### src/rtl/fib_detect.sv
// ============================================================================
//  Module      : fib_detect
//  Description : Classifies a 4-bit code as Fibonacci {0,1,2,3,5,8,13} with
//                three independent decoders (gate, dataflow, behavioural),
//                registers the results, flags any disagreement and counts hits.
//  Revision    : 1.0 - initial release
// ============================================================================
`default_nettype none

module fib_detect (
  input  logic       clk,
  input  logic       rst,
  input  logic       in_valid,
  input  logic [3:0] in,
  output logic       out_valid,
  output logic       out_g,
  output logic       out_d,
  output logic       out_b,
  output logic       mismatch,
  output logic [7:0] hit_count
);

  localparam logic [7:0] C_HIT_MAX = 8'hFF;

  // Gate-level decoder: f = a'b' + b'c'd' + bc'd
  wire w_na, w_nb, w_nc, w_nd;
  wire w_t0, w_t1, w_t2;
  wire w_gate_f;

  not u_not_a (w_na, in[3]);
  not u_not_b (w_nb, in[2]);
  not u_not_c (w_nc, in[1]);
  not u_not_d (w_nd, in[0]);
  and u_and_t0 (w_t0, w_na, w_nb);
  and u_and_t1 (w_t1, w_nb, w_nc, w_nd);
  and u_and_t2 (w_t2, in[2], w_nc, in[0]);
  or  u_or_f  (w_gate_f, w_t0, w_t1, w_t2);

  // Dataflow decoder written as a range/compare form, not the gate equation
  wire w_data_f;
  assign w_data_f = (in < 4'd4) | (in == 4'd5) | (in == 4'd8) | (in == 4'd13);

  logic w_beh_f;
  always_comb begin
    w_beh_f = 1'b0;
    case (in)
      4'd0, 4'd1, 4'd2, 4'd3, 4'd5, 4'd8, 4'd13: w_beh_f = 1'b1;
      default:                                   w_beh_f = 1'b0;
    endcase
  end

  logic       out_valid_q;
  logic       out_g_q, out_d_q, out_b_q;
  logic       mismatch_q, mismatch_d;
  logic [7:0] hit_q, hit_d;
  logic       w_disagree;

  assign w_disagree = (w_gate_f != w_data_f) | (w_data_f != w_beh_f);

  always_comb begin
    mismatch_d = mismatch_q;
    hit_d      = hit_q;
    if (in_valid) begin
      if (w_disagree)
        mismatch_d = 1'b1;
      // Counter follows the behavioural result even after a disagreement
      if (w_beh_f && (hit_q != C_HIT_MAX))
        hit_d = hit_q + 8'd1;
    end
  end

  always_ff @(posedge clk or posedge rst) begin
    if (rst) begin
      out_valid_q <= 1'b0;
      out_g_q     <= 1'b0;
      out_d_q     <= 1'b0;
      out_b_q     <= 1'b0;
      mismatch_q  <= 1'b0;
      hit_q       <= 8'd0;
    end else begin
      out_valid_q <= in_valid;
      if (in_valid) begin
        out_g_q <= w_gate_f;
        out_d_q <= w_data_f;
        out_b_q <= w_beh_f;
      end
      mismatch_q <= mismatch_d;
      hit_q      <= hit_d;
    end
  end

  assign out_valid = out_valid_q;
  assign out_g     = out_g_q;
  assign out_d     = out_d_q;
  assign out_b     = out_b_q;
  assign mismatch  = mismatch_q;
  assign hit_count = hit_q;

endmodule

`default_nettype wire

### config.mk
export PLATFORM = sky130hd
export DESIGN_NAME = fib_detect
export DESIGN_NICKNAME = d
export VERILOG_FILES = /design/src/rtl/fib_detect.sv
export SDC_FILE = /design/constraint.sdc
export NUM_CORES = 1
export LEC_CHECK = 0
export BUFFER_PORTS_ARGS = -buffer_cell sky130_fd_sc_hd__buf_2
export CAP_MARGIN = 20
export CORE_AREA = 2 2 43 45
export DETAILED_ROUTE_END_ITERATION = 6
export DIE_AREA = 0 0 45 47
export SLEW_MARGIN = 20
export SYNTH_ARGS = -nofsm -noshare
export SYNTH_HDL_FRONTEND = slang
export SYNTH_SLANG_ARGS = --single-unit
### constraint.sdc
create_clock -name clk -period 4.3 [get_ports clk]
set_input_delay 0.86 -clock clk [delete_from_list [all_inputs] [get_ports clk]]
set_output_delay 0.86 -clock clk [all_outputs]
set_load 0.02 [all_outputs]
## After elaboration in Yosys (flattened, before gate mapping)

Cells that the tools add are included.

| word-level totals | value |
|---|---|
| register bits | 13 |
| input bits | 7 |
| output and inout bits | 13 |
| logic and storage cells | 35 |

| cells by class | value |
|---|---|
| add/sub/neg operators | 1 |
| order comparisons | 1 |
| equality and inequality tests | 9 |
| mux-type cells | 1 |
| bitwise operators | 9 |
| reduce and logical (&&, ||, !) cells | 8 |

Operators by type and width:

| cell | number |
|---|---|
| $add 8x1->8 const B | 1 |
| $eq 4x2->1 const B | 2 |
| $eq 4x4->1 const B | 2 |
| $ne 8x8->1 const B | 1 |
| $reduce_or 7->1 | 1 |
| $reduce_and 3->1 | 2 |
| $eq 4x1->1 const B | 1 |
| $eq 4x3->1 const B | 1 |
| $logic_not 4->1 | 1 |
| $lt 4x3->1 const B | 1 |
| $not 1->1 | 4 |
| $or 1x1->1 | 4 |
| $reduce_and 2->1 | 2 |
| $reduce_or 3->1 | 1 |
| $ne 1x1->1 | 2 |
| $and 1x1->1 | 1 |
| $logic_and 1x1->1 | 1 |
| $mux 1 | 1 |

## Logic depth before layout (Yosys ltp)

| depth | value |
|---|---|
| word-level depth | 7 |
| mapped depth | 5 |

## Worst setup path after synthesis

Ideal clock, no wire load.

| timing | value |
|---|---|
| kind | input port to flip-flop |
| start point | input in[2] |
| end point | register hit_q[7], in the netlist hit_count[7] |
| library setup time | 0.128 ns |
| arrival | 1.840 ns |
| data required time | 4.172 ns |
| path slack | 2.333 ns |
| cell stages on the path | 4 |
| path buffers | 0 |
| cells stage by stage | xnor2_1 > a31oi_4 > nor4_2 > mux2_1 |

| on the way | value |
|---|---|
| longest elaborated chain between the ends | 5 |
| elaborated cells between the ends (all ways) | 11 |

Ends and longest elaborated chain:

| what | RTL line | text |
|---|---|---|
| start: declaration | 14 | `input logic [3:0] in,` |
| $eq 4x3->1, or another cell as far along | 46 | `case (in)` |
| $reduce_or 7->1 (*) | 46 |  |
| $mux 1 (*) | 46 |  |
| $logic_and 1x1->1 (*) | 67 | `if (w_beh_f && (hit_q != C_HIT_MAX))` |
| $reduce_and 2->1 (no line) (*) | - |  |
| end signal: assignment | 88 | `hit_q <= hit_d;` |
| end: declaration | 55 | `logic [7:0] hit_q, hit_d;` |

Every way passes the cells marked *; elsewhere a longest branch is shown, timed or not.
A chain may end at the register's enable or synchronous reset.

## Final worst setup path

Ends and elaborated chain as after synthesis.

==> metrics.txt <==
clk slew on worst S/H paths 0.08 ns; Num CTS Buffers 3; Peak VDD IR about 0.00027 V; postcts setup bufs 0; Detailed Place HPWL 818.2 um; Clock Latency Late Sink 0.28 ns; initial DRC count 6; fillers 180; Port Buffers 19; Critical Path RT roughly 4.5 ns; Die Area 2115 sq um; initial antenna violation count 0; # DRC 0; Synth Cell Area 611.8 sq um; hold-fix buffers at CTS 0; vias in the first global route ~430; register-to-register setup slack 2.78 ns; status finished, final reports clean; asr flop ratio synth 100.0%; n_diodes 0; Setup crit start kind input pin; Synth Register Bits 13; first drt pass iteration count 2; CTS tree built; largest net degree at the start of global routing 14; worst slew pin tran ~0.49 ns; Max Cap Violations 0; GPL Wtd Cong approximately 0.73; total negative slack 0 ns; WP data arrival ~2 ns; die width around 45 um; Post-synth EDFFs 0; total track usage between 10% and 20%; antenna viol nets, final 0; cell count after synthesis 56; Rel. slew slack 67.28%; Fin. Hold Viols 0; Hold Crit Class reg2reg; routed len/inst between 10 and 15 um; final cycle utilization of the critical path 43.72%; floorplan row count 15; CTS sink cnt 13; Final Core Density between 40% and 50%; WS Path Type in2reg; crit path time final approximately 1.9 ns; Final #Nets 87; Clock Skews between 0.005 and 0.006 ns; Mapped Nets between 60 and 70; RSZ-0062 raised after global routing false; post-CTS sizing 0; yosys warns 0; ys flop type dfrtp_1; first-pass GRT wire length between 1500 and 2000 um; power per cell area 537.6 nW/um^2; Mapped Avg Cell Area roughly 11 sq um; area delta synth->final 22.70%; post-synthesis sequential area ratio between 50% and 60%; die height about 47 um; Setup-failing EPs final 0; CTS root buf clkbuf_4; I/O pin count 20; final WL between 1000 and 1500 um; Max Root-Sink Buffers 2; Cell variety after synth 18; LEAKAGE around 0.00036 uW; share of layout cells above drive strength 1 between 30 and 40%; crit path max fanout 10; htree depth 1; routed vias ~470; Initial Utilization between 30% and 40%; CP endpoint kind flop; Max Slew Vio Count 0; f_max 531.9 MHz; DR vias/cell 4.937; Overflow after GRT 0; core area between 1500 and 2000 sq um
==> worst paths after layout <==
kind	from	end	cells past startpoint
hold reg to reg	mismatch	mismatch	0
max in group asynchronous	rst	hit_count[1]	2
hold / removal	mismatch	mismatch	0
setup reg to reg	hit_count[0]	hit_count[1]	5
setup / recovery	in[2]	hit_count[7]	5
min in group asynchronous	rst	out_g	2
==> synthesized netlist by cell type, types with 2 or more instances <==
cell     instances  share of area (%)
o21ai_0          6                4.9
nand2_1          4                2.5
nor3_1           2                1.6
inv_1            7                4.3
nand3_1          3                2.5
mux2_2           6                 11
nor2_1           5                3.1
dfrtp_1         13                 53
==> cell type report <==
type / count / area (sq um) / share of cell area, %
timing repair buffer: 19 / 95.09 / 12.67
sequential: 13 / 325.3 / 43.33
inverter: 7 / 26.28 / 3.500
tap: 17 / 21.27 / 2.833
clock buffer: 4 / 26.28 / 3.500
multi-input combinational: 35 / 256.5 / 34.17
==> layout by cell type (no fill, tap or decap), types with 2 or more instances in the layout <==
master and instances:
buf_2 19, dfrtp_1 13, inv_1 7, o21ai_0 6, mux2_2 6, nor2_1 5, nand2_1 4, nand3_1 3
clkbuf_4 3, nor3_1 2
==> sequential cells by signal, indices dropped and copies added (netlist names) <==
signal and cells:
hit_count 8, mismatch 1, out_b 1, out_d 1
out_g 1, out_valid 1
==> layer usage <==
layer | GRT usage (%) | share of wire [%] | vias up
met5 | 0 | 0 | -
met2 | 18.00 | 42 | 18
met4 | 11.76 | 3.1 | 0
met1 | 15.94 | 48 | 213
li1 | - | - | 234
met3 | 3.462 | 6.3 | 4
==> critical path, cell delays in order <==
cell and delay (ns):
buf_2 0.11, xnor2_1 0.24, a31oi_4 0.19, nor4_2 0.30, mux2_1 0.34
==> where the power goes <==
part	internal, uW	switching (uW)	total [uW]
sequential	152	33.4	186
clock	36.0	39.6	75.5
combinational	57.2	85.0	142
total	246	158	404
==> kinds of logic (layout without fill, tap and decap cells) <==
kind of cell	after synthesis	in the layout	synth area share, %
fa+ha+maj	1	1	2.045
flops	13	13	53.17
mux	7	7	12.88
xor+xnor	2	2	2.864
simple gates	18	18	15.75
compound gates	7	7	8.385
buf+inv	8	30	4.908
==> stage by stage <==
stage | instances | hold WS (ns) | setup WS (ns) | power (uW) | cell area (sq um)
6_report | 95 | 0.3839 | 2.420 | 403.6 | 750.7
5_1_grt | 95 | 0.3956 | 2.335 | 434.6 | 750.7
4_1_cts | 95 | 0.3815 | 2.410 | 408.7 | 750.7
3_5_place_dp | 91 | 0.3631 | 2.107 | 332.2 | 724.4
3_3_place_gp | 91 | 0.3625 | 2.170 | 328.3 | 724.4
2_1_floorplan | 56 | 0.5669 | 2.333 | 281.4 | 611.8
(Power assumes the default switching activity.)
